## config.mk

```make
export PLATFORM = sky130hd
export DESIGN_NAME = bcd_to_binary_flat
export DESIGN_NICKNAME = d
export VERILOG_FILES = /design/src/rtl/bcd_to_binary_if.sv /design/src/rtl/bcd_to_binary.sv /design/src/flat_wrapper.sv
export SDC_FILE = /design/constraint.sdc
export NUM_CORES = 1
export LEC_CHECK = 0
export ABC_AREA = 1
export CAP_MARGIN = 20
export CORE_MARGIN = 5
export CORE_UTILIZATION = 60
export CTS_BUF_LIST = sky130_fd_sc_hd__clkbuf_16
export DETAILED_ROUTE_END_ITERATION = 7
export PLACE_DENSITY = 0.87
export SETUP_SLACK_MARGIN = 0.1
export SYNTH_ARGS = -nofsm -noshare
export SYNTH_HDL_FRONTEND = slang
export SYNTH_SLANG_ARGS = --single-unit
```

## constraint.sdc

```tcl
create_clock -name clk -period 3.6 [get_ports clk]
set_input_delay 0.72 -clock clk [delete_from_list [all_inputs] [get_ports clk]]
set_output_delay 0.72 -clock clk [all_outputs]
set_load 0.01 [all_outputs]
```

## src/rtl/bcd_to_binary_if.sv

```systemverilog
// Handshake and data bundle for bcd_to_binary: start plus five BCD digits in,
// converted value with busy/done/overflow/error status out.
interface bcd_to_binary_if #(
    parameter int N = 10
);
    logic         start;
    logic [3:0]   ones;
    logic [3:0]   tens;
    logic [3:0]   hundreds;
    logic [3:0]   thousands;
    logic [3:0]   tenThousands;
    logic [N-1:0] value;
    logic         busy;
    logic         done;
    logic         overflow;
    logic         error;

    modport master (
        output start, ones, tens, hundreds, thousands, tenThousands,
        input  value, busy, done, overflow, error
    );

    modport slave (
        input  start, ones, tens, hundreds, thousands, tenThousands,
        output value, busy, done, overflow, error
    );
endinterface

```

## src/rtl/bcd_to_binary.sv

```systemverilog
// Five-digit BCD to N-bit binary converter, reverse double-dabble, 21-cycle latency.
// Optional build macro BCD_SATURATE_EN: clamp overflowing results to 2^N-1 instead of wrapping.

module bcd_dig_fix (
    input  logic [3:0] d,
    output logic [3:0] q
);
    assign q = (d >= 4'd8) ? d - 4'd3 : d;
endmodule

module bcd_to_binary #(
    parameter int N = 10
) (
    input  logic         clk,
    input  logic         reset_n,
    bcd_to_binary_if.slave bus
);
    localparam int NDIG   = 5;
    localparam int SHIFTS = 4 * NDIG;

    typedef enum logic [1:0] {IDLE, SHIFT, DONE} state_t;

    state_t       state_q, state_nx;
    logic         accept, do_shift, finish;
    logic [19:0]  dig_q, res_q, dig_sh, dig_fix;
    logic [4:0]   cnt_q;
    logic         err_q, dig_err;
    logic [N-1:0] value_q, val_c;
    logic         busy_q, done_q, ovf_q, errout_q, ovf_c;

    always_ff @(posedge clk or negedge reset_n) begin
        if (!reset_n) state_q <= IDLE;
        else          state_q <= state_nx;
    end

    always_comb begin
        state_nx = state_q;
        accept   = 1'b0;
        do_shift = 1'b0;
        finish   = 1'b0;
        case (state_q)
            IDLE: if (bus.start) begin
                accept   = 1'b1;
                state_nx = SHIFT;
            end
            SHIFT: if (cnt_q == 5'(SHIFTS)) begin
                finish   = 1'b1;
                state_nx = DONE;
            end else begin
                do_shift = 1'b1;
            end
            DONE:    state_nx = IDLE;
            default: state_nx = IDLE;
        endcase
    end

    // Digit LSB falls into the result MSB; each digit field is then corrected.
    assign dig_sh = {1'b0, dig_q[19:1]};

    for (genvar g = 0; g < NDIG; g++) begin : g_fix
        bcd_dig_fix u_fix (
            .d (dig_sh[4*g +: 4]),
            .q (dig_fix[4*g +: 4])
        );
    end

    assign dig_err = (bus.ones > 4'd9) || (bus.tens > 4'd9) || (bus.hundreds > 4'd9) ||
                     (bus.thousands > 4'd9) || (bus.tenThousands > 4'd9);

    // Overflow looks at every result bit above N, never at a truncated copy.
    assign ovf_c = ~err_q & (|(res_q >> N));

    always_comb begin
        val_c = res_q[N-1:0];
        if (err_q) begin
            val_c = '0;
        end else if (ovf_c) begin
`ifdef BCD_SATURATE_EN
            val_c = '1;
`else
            val_c = res_q[N-1:0];
`endif
        end
    end

    always_ff @(posedge clk or negedge reset_n) begin
        if (!reset_n) begin
            dig_q    <= '0;
            res_q    <= '0;
            cnt_q    <= '0;
            err_q    <= 1'b0;
            value_q  <= '0;
            ovf_q    <= 1'b0;
            errout_q <= 1'b0;
            busy_q   <= 1'b0;
            done_q   <= 1'b0;
        end else begin
            busy_q <= (state_nx != IDLE);
            done_q <= finish;
            if (accept) begin
                dig_q <= {bus.tenThousands, bus.thousands, bus.hundreds, bus.tens, bus.ones};
                res_q <= '0;
                cnt_q <= '0;
                err_q <= dig_err;
            end
            if (do_shift) begin
                dig_q <= dig_fix;
                res_q <= {dig_q[0], res_q[19:1]};
                cnt_q <= cnt_q + 5'd1;
            end
            if (finish) begin
                value_q  <= val_c;
                ovf_q    <= ovf_c;
                errout_q <= err_q;
            end
        end
    end

    assign bus.value    = value_q;
    assign bus.busy     = busy_q;
    assign bus.done     = done_q;
    assign bus.overflow = ovf_q;
    assign bus.error    = errout_q;
endmodule

```

## src/flat_wrapper.sv

```systemverilog
// flat-port wrapper written by rule: the top's interface ports become plain ports
module bcd_to_binary_flat 
#(
    parameter int N = 10
)
  (clk, reset_n, bus_start, bus_ones, bus_tens, bus_hundreds, bus_thousands, bus_tenThousands, bus_value, bus_busy, bus_done, bus_overflow, bus_error);
  bcd_to_binary_if #(.N(N)) bus_i ();
  input  logic clk;
  input  logic reset_n;
  input wire logic [$bits(bus_i.start)-1:0] bus_start;
  input wire logic [$bits(bus_i.ones)-1:0] bus_ones;
  input wire logic [$bits(bus_i.tens)-1:0] bus_tens;
  input wire logic [$bits(bus_i.hundreds)-1:0] bus_hundreds;
  input wire logic [$bits(bus_i.thousands)-1:0] bus_thousands;
  input wire logic [$bits(bus_i.tenThousands)-1:0] bus_tenThousands;
  output wire logic [$bits(bus_i.value)-1:0] bus_value;
  output wire logic [$bits(bus_i.busy)-1:0] bus_busy;
  output wire logic [$bits(bus_i.done)-1:0] bus_done;
  output wire logic [$bits(bus_i.overflow)-1:0] bus_overflow;
  output wire logic [$bits(bus_i.error)-1:0] bus_error;
  assign bus_i.start = bus_start;
  assign bus_i.ones = bus_ones;
  assign bus_i.tens = bus_tens;
  assign bus_i.hundreds = bus_hundreds;
  assign bus_i.thousands = bus_thousands;
  assign bus_i.tenThousands = bus_tenThousands;
  assign bus_value = bus_i.value;
  assign bus_busy = bus_i.busy;
  assign bus_done = bus_i.done;
  assign bus_overflow = bus_i.overflow;
  assign bus_error = bus_i.error;
  bcd_to_binary #(.N(N)) u_core (.clk(clk), .reset_n(reset_n), .bus(bus_i));
endmodule
```

==> results of run 1 <==
==> sequential cells by signal (all words and copies together) (netlist names) <==
register / flops
u_core.dig_q: 20
u_core.bus.error: 1
u_core.bus.value: 10
u_core.res_q: 20
u_core.bus.overflow: 1
u_core.cnt_q: 5
u_core.state_q: 2
u_core.bus.busy: 1
u_core.bus.done: 1
u_core.err_q: 1
==> cell usage after synthesis, drive strengths merged <==
library cell / number / area [sq um]
nand2: 187 / 719.4
ha: 10 / 125.1
o211ai: 1 / 7.510
nor2: 49 / 242.7
dfrtp: 62 / 1551
buf: 12 / 77.57
clkbuf: 1 / 3.750
nand3: 5 / 25.02
inv: 46 / 172.7
xor2: 4 / 35.03
o21ai: 15 / 75.07
a21oi: 6 / 30.03
nor3: 1 / 5.000
xnor2: 4 / 35.03
or2: 1 / 6.260
nand4: 3 / 18.77
==> power groups by stage <==
stage	Clock, W	Sequential, W	Combinational (W)
6_report	0.000858	0.00122	0.00124
5_1_grt	0.000902	0.00125	0.00144
4_1_cts	0.000864	0.00121	0.00125
3_5_place_dp	0	0.00122	0.00123
3_3_place_gp	0	0.00120	0.00117
2_1_floorplan	0	0.00115	0.00103
==> layout make-up <==
class,instances,area [sq um]
multi-input cells,286,1325
inverters,46,172.7
repair buffers,37,362.8
flip-flops and latches,62,1551
well taps,70,87.58
fillers,381,1275
clock inverters,7,75.07
clock buffers,9,225.2
==> per-layer routing <==
metal / up-vias / GRT usage
li1: 1287 / -
met1: 1268 / 0.2790
met2: 46 / 0.3830
met3: 15 / 0.04121
met4: 0 / 0.1096
met5: - / 0
==> cell families after synthesis <==
kind of cell / Yosys count
and+or+nand+nor: 246
adders and majority gates: 10
AOI/OAI and AO/OA: 22
DFF: 62
xor gates and xnor gates: 8
buffers and inverters: 59
==> tightest hold or removal path: cells and delay by family, from the launching register on <==
family           cells  cell delay [ns]
flip-flops           1             0.34
AND/OR/NAND/NOR      2             0.11
==> through the flow <==
stage	utilization	power [W]	worst slack [ns]	hold WS, ns	cell area, sq um
after floorplan	-	0.002179	2.189	0.4244	3131
after global placement	0.6896	0.002368	1.359	0.4571	3500
after detailed placement	0.6896	0.002448	1.295	0.4647	3500
after CTS	0.7488	0.003331	1.403	0.4802	3800
after global routing	0.7488	0.003591	1.172	0.4918	3800
final	0.7488	0.003311	1.423	0.4783	3800
==> worst max-delay path by stage <==
stage / from / endpoint / slack (ns)
3_5_place_dp: bus_start / u_core.dig_q[3] / 1.30
5_1_grt: u_core.cnt_q[0] / u_core.res_q[13] / 1.17
3_3_place_gp: bus_start / u_core.cnt_q[2] / 1.36
4_1_cts: u_core.cnt_q[0] / u_core.res_q[10] / 1.40
6_report: u_core.cnt_q[0] / u_core.res_q[13] / 1.42
2_1_floorplan: bus_start / u_core.dig_q[16] / 2.19
==> impl_metrics.json, run 1 <==
{
  "placed_cells": 501,
  "core_sq_um": 5075,
  "synth-seq-cells": 62,
  "vias_per_cell": 5.060,
  "grtUsageTotal": 0.2268,
  "synthMuxAreaShare": 0,
  "status": "finished, final reports clean",
  "synth_compound_area_frac": 0.03597,
  "yosys.area_share.adder": 0.03997,
  "drive_gt1_frac": 0.06935,
  "cts_setup_buffers": 0,
  "cts_buffers": 9,
  "final_common_cell": "nand2_1",
  "min_period_over_period": 0.6047,
  "ctsHoldBuffers": 0,
  "fp-row-count": 26,
  "netlist_area_sq_um": 3131,
  "synthSimpleGateAreaFrac": 0.3249,
  "cts_resized": 0,
  "die_width_microns": 82.23,
  "syn-instance-count": 407,
  "drtIter0Drc": 172,
  "overflow": 0,
  "finalSetupViolCount": 0,
  "syn-num-nets": 440,
  "seq_power_share": 0.367,
  "grt_pass1_wl_microns": 11500,
  "area_growth_pct": 21.38,
  "switching_power_w": 0.001349,
  "synth_cell_types": 23,
  "grt_setup_unrepaired": "false",
  "path_buf_inv": 1,
  "post_drt_wl_per_cell_microns": 12.87,
  "hpwl_microns": 4265,
  "path_cells": "inv_1 -> ha_1 -> nand4_1 -> nand2_1 -> nand2_1 -> o21ai_0",
  "cap_violations": 0,
  "wl_met1_microns": 2812,
  "route.met3.wl_microns": 261,
  "required_ns": 3.83,
  "cp_common_cell": "nand2_1",
  "tightest_slew_ns": 0.8643,
  "r2r-end": "u_core.res_q[13]",
  "cts_root_buf": "clkbuf_16",
  "via_count": 2616,
  "drtAntennaViolNets": 0,
  "synth_top_family_by_area": "simple AND/OR/NAND/NOR gates",
  "cts_sinks": 62,
  "crit_slowest_cell": "nand2_1",
  "setup_tns_ns": 0,
  "nets": 475,
  "die_area_sq_um": 6762,
  "finalMaxSlewViolations": 0,
  "dr.max_layer_used": "met4",
  "start_util": 0.6169,
  "intPower_w": 0.001962,
  "drc": 0,
  "cts_tree": "built",
  "first_pass_iters": 4,
  "avgSynthCellArea_sq_um": 7.692,
  "ir_drop_uv": 521.0,
  "mostFrequentLayoutCells": "184 x nand2_1, 62 x dfrtp_1, 44 x nor2_1",
  "combPwrFrac": 0.374,
  "cts_max_level": 3,
  "critPathCaptureType": "flip-flop",
  "clk_path_buf_depth": 2,
  "antenna_found_initial": 0,
  "power_density_nw_per_um2": 871.4,
  "n_antenna_cell": 0,
  "critPathKind": "reg2reg",
  "gp_routability_congestion": 0.8468,
  "fmax_mhz": 459.3,
  "synthXorXnorAreaFrac": 0.02238,
  "reg2reg_setup_slack_ns": 1.42,
  "clk_pin_slew_ns": 0.06,
  "crit_fanout": 21,
  "slowest_delay_ns": 0.54,
  "holdCritPathClass": "reg2reg",
  "met2_length_microns": 3413,
  "wirelength_microns": 6653,
  "hold_viol": 0,
  "crit_arrival_ns": 2.41,
  "holdCritStartpoint": "u_core.bus.value[6]",
  "die_h_microns": 82.23,
  "clkPwrFrac": 0.259,
  "ios": 37,
  "critPathLaunchType": "flip-flop",
  "final_cells": 517,
  "grt_pass1_vias": 2504,
  "grt_max_degree": 40,
  "yosys_warnings": 0,
  "reg2regPathDepth": 6,
  "crit_family": "simple AND/OR/NAND/NOR gates",
  "hold_path_depth": 2,
  "cp_num_cells": 6,
  "holdPathEnd": "u_core.bus.value[6]",
  "p_sw_frac": 0.4074,
  "yosysSeqAreaShare": 0.4956,
  "clock_latency_ns": 0.33,
  "p_leak_nw": 2.069,
  "r2r-start": "u_core.cnt_q[0]",
  "portBuffers": 36,
  "min_period_ns": 2.177,
  "max_slew_margin": 0.4238,
  "fin_skew_ns": 0.003970
}
Note: power is estimated with default switching activity, not from simulation.
==> inputs of run 2 (changes only) <==
CORE_UTILIZATION = 56   (was 60)
PLACE_DENSITY = 0.82   (was 0.87)
clock period = 2.3 ns   (was 3.6 ns; I/O delays follow)
==> run 2 against run 1 <==
  * Register-to-register slack got worse by 0.99 ns
  * Die area rose by 6.3%
  * Final cell count is 0.77% higher
  * Combinational power grew 58%
  * Clock power is 35% higher
  * Global-route usage fell by 2.9 points
  * Via count is 1.9% lower
  * Worst hold slack got worse by 0.34 ns
  * Clock skew up 0.0012 ns
==> impl_metrics.json, run 2 (same netlist as run 1, synthesis figures left out) <==
{
  "p_sw_frac": 0.4077,
  "n_antenna_cell": 0,
  "ir_drop_uv": 717.6,
  "hold_viol": 0,
  "holdCritPathClass": "in2async",
  "drtAntennaViolNets": 0,
  "p_leak_nw": 2.076,
  "num-fill-cells": 446,
  "max_slew_margin": 0.6688,
  "die_area_sq_um": 7185,
  "tightest_slew_ns": 0.4963,
  "die_h_microns": 84.77,
  "ctsHoldBuffers": 0,
  "intPower_w": 0.002974,
  "gr-usage-met3": 0.06084,
  "vias_per_cell": 4.927,
  "clk_pin_slew_ns": 0.05,
  "pre_cts_slack_ns": 0.4843,
  "finalMaxSlewViolations": 0,
  "required_ns": 2.55,
  "grt_pass1_vias": 2539,
  "min_period_over_period": 0.8098,
  "finalSetupViolCount": 0,
  "drc": 0,
  "mostFrequentLayoutCells": "184 x nand2_1, 62 x dfrtp_1, 44 x nor2_1",
  "first_pass_iters": 4,
  "critPathLaunchType": "flip-flop",
  "drive_gt1_frac": 0.06904,
  "clock_latency_ns": 0.32,
  "area_growth_pct": 21.14,
  "setup_tns_ns": 0,
  "fin_skew_ns": 0.005173,
  "die_width_microns": 84.77,
  "clkPwrFrac": 0.231,
  "r2r-start": "u_core.cnt_q[0]",
  "critPathKind": "reg2reg",
  "drtIter0Drc": 133,
  "seq_power_share": 0.379,
  "cts_resized": 0,
  "status": "finished, final reports clean",
  "final_cells": 521,
  "core_sq_um": 5473,
  "clk_path_buf_depth": 2,
  "cts_tree": "built",
  "power_density_nw_per_um2": 1324,
  "cts_sinks": 62,
  "combPwrFrac": 0.390,
  "reg2regPathDepth": 8,
  "cts_root_buf": "clkbuf_16",
  "critPathCaptureType": "flip-flop",
  "reg2reg_setup_slack_ns": 0.44,
  "use_met2": 0.3331,
  "cts_max_level": 3,
  "min_period_ns": 1.862,
  "use_met1": 0.2459,
  "fp-row-count": 27,
  "portBuffers": 36,
  "gp_routability_congestion": 0.8011,
  "cts_buffers": 9,
  "grt_pass1_wl_microns": 11430,
  "crit_arrival_ns": 2.12,
  "cts_setup_buffers": 0,
  "hpwl_microns": 4378,
  "grt_setup_unrepaired": "false",
  "nets": 478,
  "via_count": 2567,
  "placed_cells": 506,
  "cap_violations": 0,
  "start_util": 0.5720,
  "wirelength_microns": 6334,
  "overflow": 0,
  "switching_power_w": 0.002047,
  "ios": 37,
  "fin_ws_ns": 0.4375,
  "post_drt_wl_per_cell_microns": 12.16,
  "final_common_cell": "nand2_1",
  "r2r-end": "u_core.bus.value[0]",
  "grt_busiest_layer": "met2",
  "crit_fanout": 14,
  "fmax_mhz": 536.9,
  "antenna_found_initial": 0,
  "grtUsageTotal": 0.1981,
  "grt_max_degree": 63
}
run 2: power by group through the flow:
stage / Combinational, W / Clock (W) / Sequential (W)
5_1_grt: 0.00229 / 0.00124 / 0.00196
6_report: 0.00196 / 0.00116 / 0.00190
2_1_floorplan: 0.00161 / 0 / 0.00181
3_3_place_gp: 0.00186 / 0 / 0.00189
4_1_cts: 0.00198 / 0.00118 / 0.00189
3_5_place_dp: 0.00197 / 0 / 0.00190
run 2: worst max path at each step:
stage,start,to,slack [ns]
global route,u_core.cnt_q[0],u_core.bus.value[5],0.32
global placement,bus_start,u_core.dig_q[1],0.55
floorplan,u_core.cnt_q[0],u_core.bus.error,0.90
CTS,u_core.cnt_q[0],u_core.bus.value[0],0.47
detailed placement,u_core.cnt_q[0],u_core.bus.value[0],0.48
finish,u_core.cnt_q[0],u_core.bus.value[0],0.44
run 2: per-stage QoR:
step,area (sq um),util,hold slack [ns],power [W]
after floorplan,3131,-,0.1644,0.003410
after global placement,3537,0.6463,0.4557,0.003752
after detailed placement,3537,0.6463,0.4595,0.003872
after CTS,3792,0.6930,0.1522,0.005058
after global routing,3792,0.6930,0.1592,0.005492
final,3792,0.6930,0.1412,0.005021
run 2: final cells by class:
cell class                 count  area, sq um  share of cell area
sequential                    62         1551              0.4091
tap                           72        90.09             0.02375
clock inverter                 6        30.03            0.007918
multi-input combinational    286         1325              0.3494
timing repair buffer          40        397.9              0.1049
inverter                      46        172.7             0.04553
clock buffer                   9        225.2             0.05939
run 2: worst max-delay path: stages, from the launching register on:
cell and delay [ns]:
dfrtp_1 0.41, inv_1 0.11, ha_1 0.24, nand2_4 0.09, nor2_8 0.17, nand2_4 0.14, nor2_2 0.42, nand2_1 0.14
nand2_1 0.09
run 2: per-layer routing:
layer,up-vias,wire length (microns)
li1,1293,-
met1,1195,2799
met2,65,3101
met3,14,328
met4,0,104
met5,-,0
==> inputs of run 3 (changes only) <==
clock period = 1.9 ns   (was 2.3 ns; I/O delays follow)
==> run 3 against run 2 <==
  * Sequential power increased by 22%
  * Utilization increased by 1.8 points
  * Die area unchanged
  * Largest power group unchanged
==> impl_metrics.json, run 3 (same netlist as run 1, synthesis figures left out) <==
{
  "status": "finished, final reports clean",
  "clk_pin_slew_ns": 0.06,
  "stdcell_area_sq_um": 3890,
  "min_period_over_period": 0.8717,
  "critPathKind": "reg2reg",
  "hold_viol": 0,
  "drc": 0,
  "first_pass_iters": 4,
  "area_growth_pct": 24.26,
  "drtAntennaViolNets": 0,
  "crit_arrival_ns": 1.92,
  "cts_tree": "built",
  "ios": 37,
  "multi_input_area_sq_um": 1341,
  "clock_latency_ns": 0.33,
  "critPathCaptureType": "flip-flop",
  "via_count": 2605,
  "hold_slack_ns": 0.05653,
  "core_sq_um": 5473,
  "hpwl_microns": 4389,
  "num-fill-cells": 420,
  "finalMaxSlewViolations": 0,
  "use_met2": 0.3473,
  "grt_setup_unrepaired": "false",
  "die_area_sq_um": 7185,
  "cap_violations": 0,
  "grt_busiest_layer": "met2",
  "max_slew_margin": 0.7024,
  "cts_root_buf": "clkbuf_16",
  "final_common_cell": "nand2_1",
  "fmax_mhz": 603.8,
  "postPlaceCellArea_sq_um": 3545,
  "grtUsageTotal": 0.1998,
  "power_density_nw_per_um2": 1691,
  "tightest_slew_ns": 0.4453,
  "clk_path_buf_depth": 2,
  "start_util": 0.5720,
  "crit_fanout": 17,
  "ctsHoldBuffers": 0,
  "final_cells": 524,
  "cts_buffers": 9,
  "cts_max_level": 3,
  "min_period_ns": 1.656,
  "vias_per_cell": 4.971,
  "drive_gt1_frac": 0.07965,
  "antenna_found_initial": 0,
  "required_ns": 2.16,
  "fin_skew_ns": 0.006853,
  "gr-usage-met3": 0.04907,
  "seqCellArea_sq_um": 1551,
  "n_antenna_cell": 0,
  "die_width_microns": 84.77,
  "gp_routability_congestion": 0.8162,
  "reg2regPathDepth": 8,
  "use_met1": 0.2369,
  "overflow": 0,
  "p_total_w": 0.006576,
  "grt_pass1_wl_microns": 11410,
  "critPathLaunchType": "flip-flop",
  "drtIter0Drc": 154,
  "p_leak_nw": 2.117,
  "placed_cells": 507,
  "holdCritPathClass": "in2async",
  "finalSetupViolCount": 0,
  "die_h_microns": 84.77,
  "wirelength_microns": 6749,
  "nets": 480,
  "cts_sinks": 62,
  "portBuffers": 36,
  "ir_drop_uv": 883.2,
  "grt_max_degree": 63,
  "grt_pass1_vias": 2503,
  "fp-row-count": 27,
  "setup_tns_ns": 0,
  "reg2reg_setup_slack_ns": 0.24,
  "post_drt_wl_per_cell_microns": 12.88,
  "mostFrequentLayoutCells": "184 x nand2_1, 62 x dfrtp_1, 44 x nor2_1"
}
-- run 3: cell types whose count changed in the layout (fill, tap and decap cells not counted), sizes merged --
| cell | before | now |
|---|---|---|
| clkinv | 5 | 2 |
| inv | 46 | 49 |
| bufinv | 0 | 2 |
| buf | 5 | 6 |
| clkinvlp | 1 | 0 |
| nor2 | 49 | 50 |
-- run 3: cell type report --
cell class / instances / share of cell area
timing repair buffer: 41 / 0.1042
inverter: 46 / 0.04439
sequential: 62 / 0.3988
clock inverter: 7 / 0.02670
tap: 72 / 0.02316
multi-input combinational: 287 / 0.3448
clock buffer: 9 / 0.05790
-- run 3: layer usage --
| metal | wire (microns) | share of wire |
|---|---|---|
| met3 | 341 | 0.051 |
| met5 | 0 | 0 |
| met2 | 3513 | 0.52 |
| met4 | 103 | 0.015 |
| met1 | 2790 | 0.41 |
-- run 3: what timing repair did --
item / CTS / global route
setup endpoints to repair: 3 / 2
resized for setup: 1 / 0
setup buffers: 0 / 0
pin swaps: 0 / 1
cloned: 0 / 1
-- run 3: worst paths after layout --
check	startpoint	end
worst min-delay path	reset_n	u_core.res_q[13]
worst max register to register	u_core.cnt_q[1]	u_core.dig_q[11]
max in group asynchronous	reset_n	u_core.cnt_q[3]
worst max-delay path	u_core.cnt_q[1]	u_core.dig_q[11]
min in group clk	u_core.bus.value[6]	u_core.bus.value[6]
worst min register to register	u_core.bus.value[6]	u_core.bus.value[6]
-- run 3: stage by stage --
step	setup WS, ns	utilization
finish	0.2437	0.7108
global route	0.1403	0.7108
CTS	0.1766	0.7087
detailed placement	0.1116	0.6477
global placement	0.1230	0.6477
floorplan	0.5035	-
-- run 3: critical path: stages, from the launching register on --
cell	delay, ns
dfrtp_1	0.40
inv_1	0.11
ha_1	0.21
nand2_4	0.08
nor2_8	0.16
nor2_8	0.07
nor2_4	0.38
nand2_1	0.09
nand2_1	0.09
-- run 3: report_power, final --
part | leakage [nW] | switching [W] | internal [W] | total, W
clock network | 0.161 | 0.000625 | 0.00117 | 0.00179
logic | 1.16 | 0.00153 | 0.000949 | 0.00247
registers | 0.793 | 0.000484 | 0.00183 | 0.00231
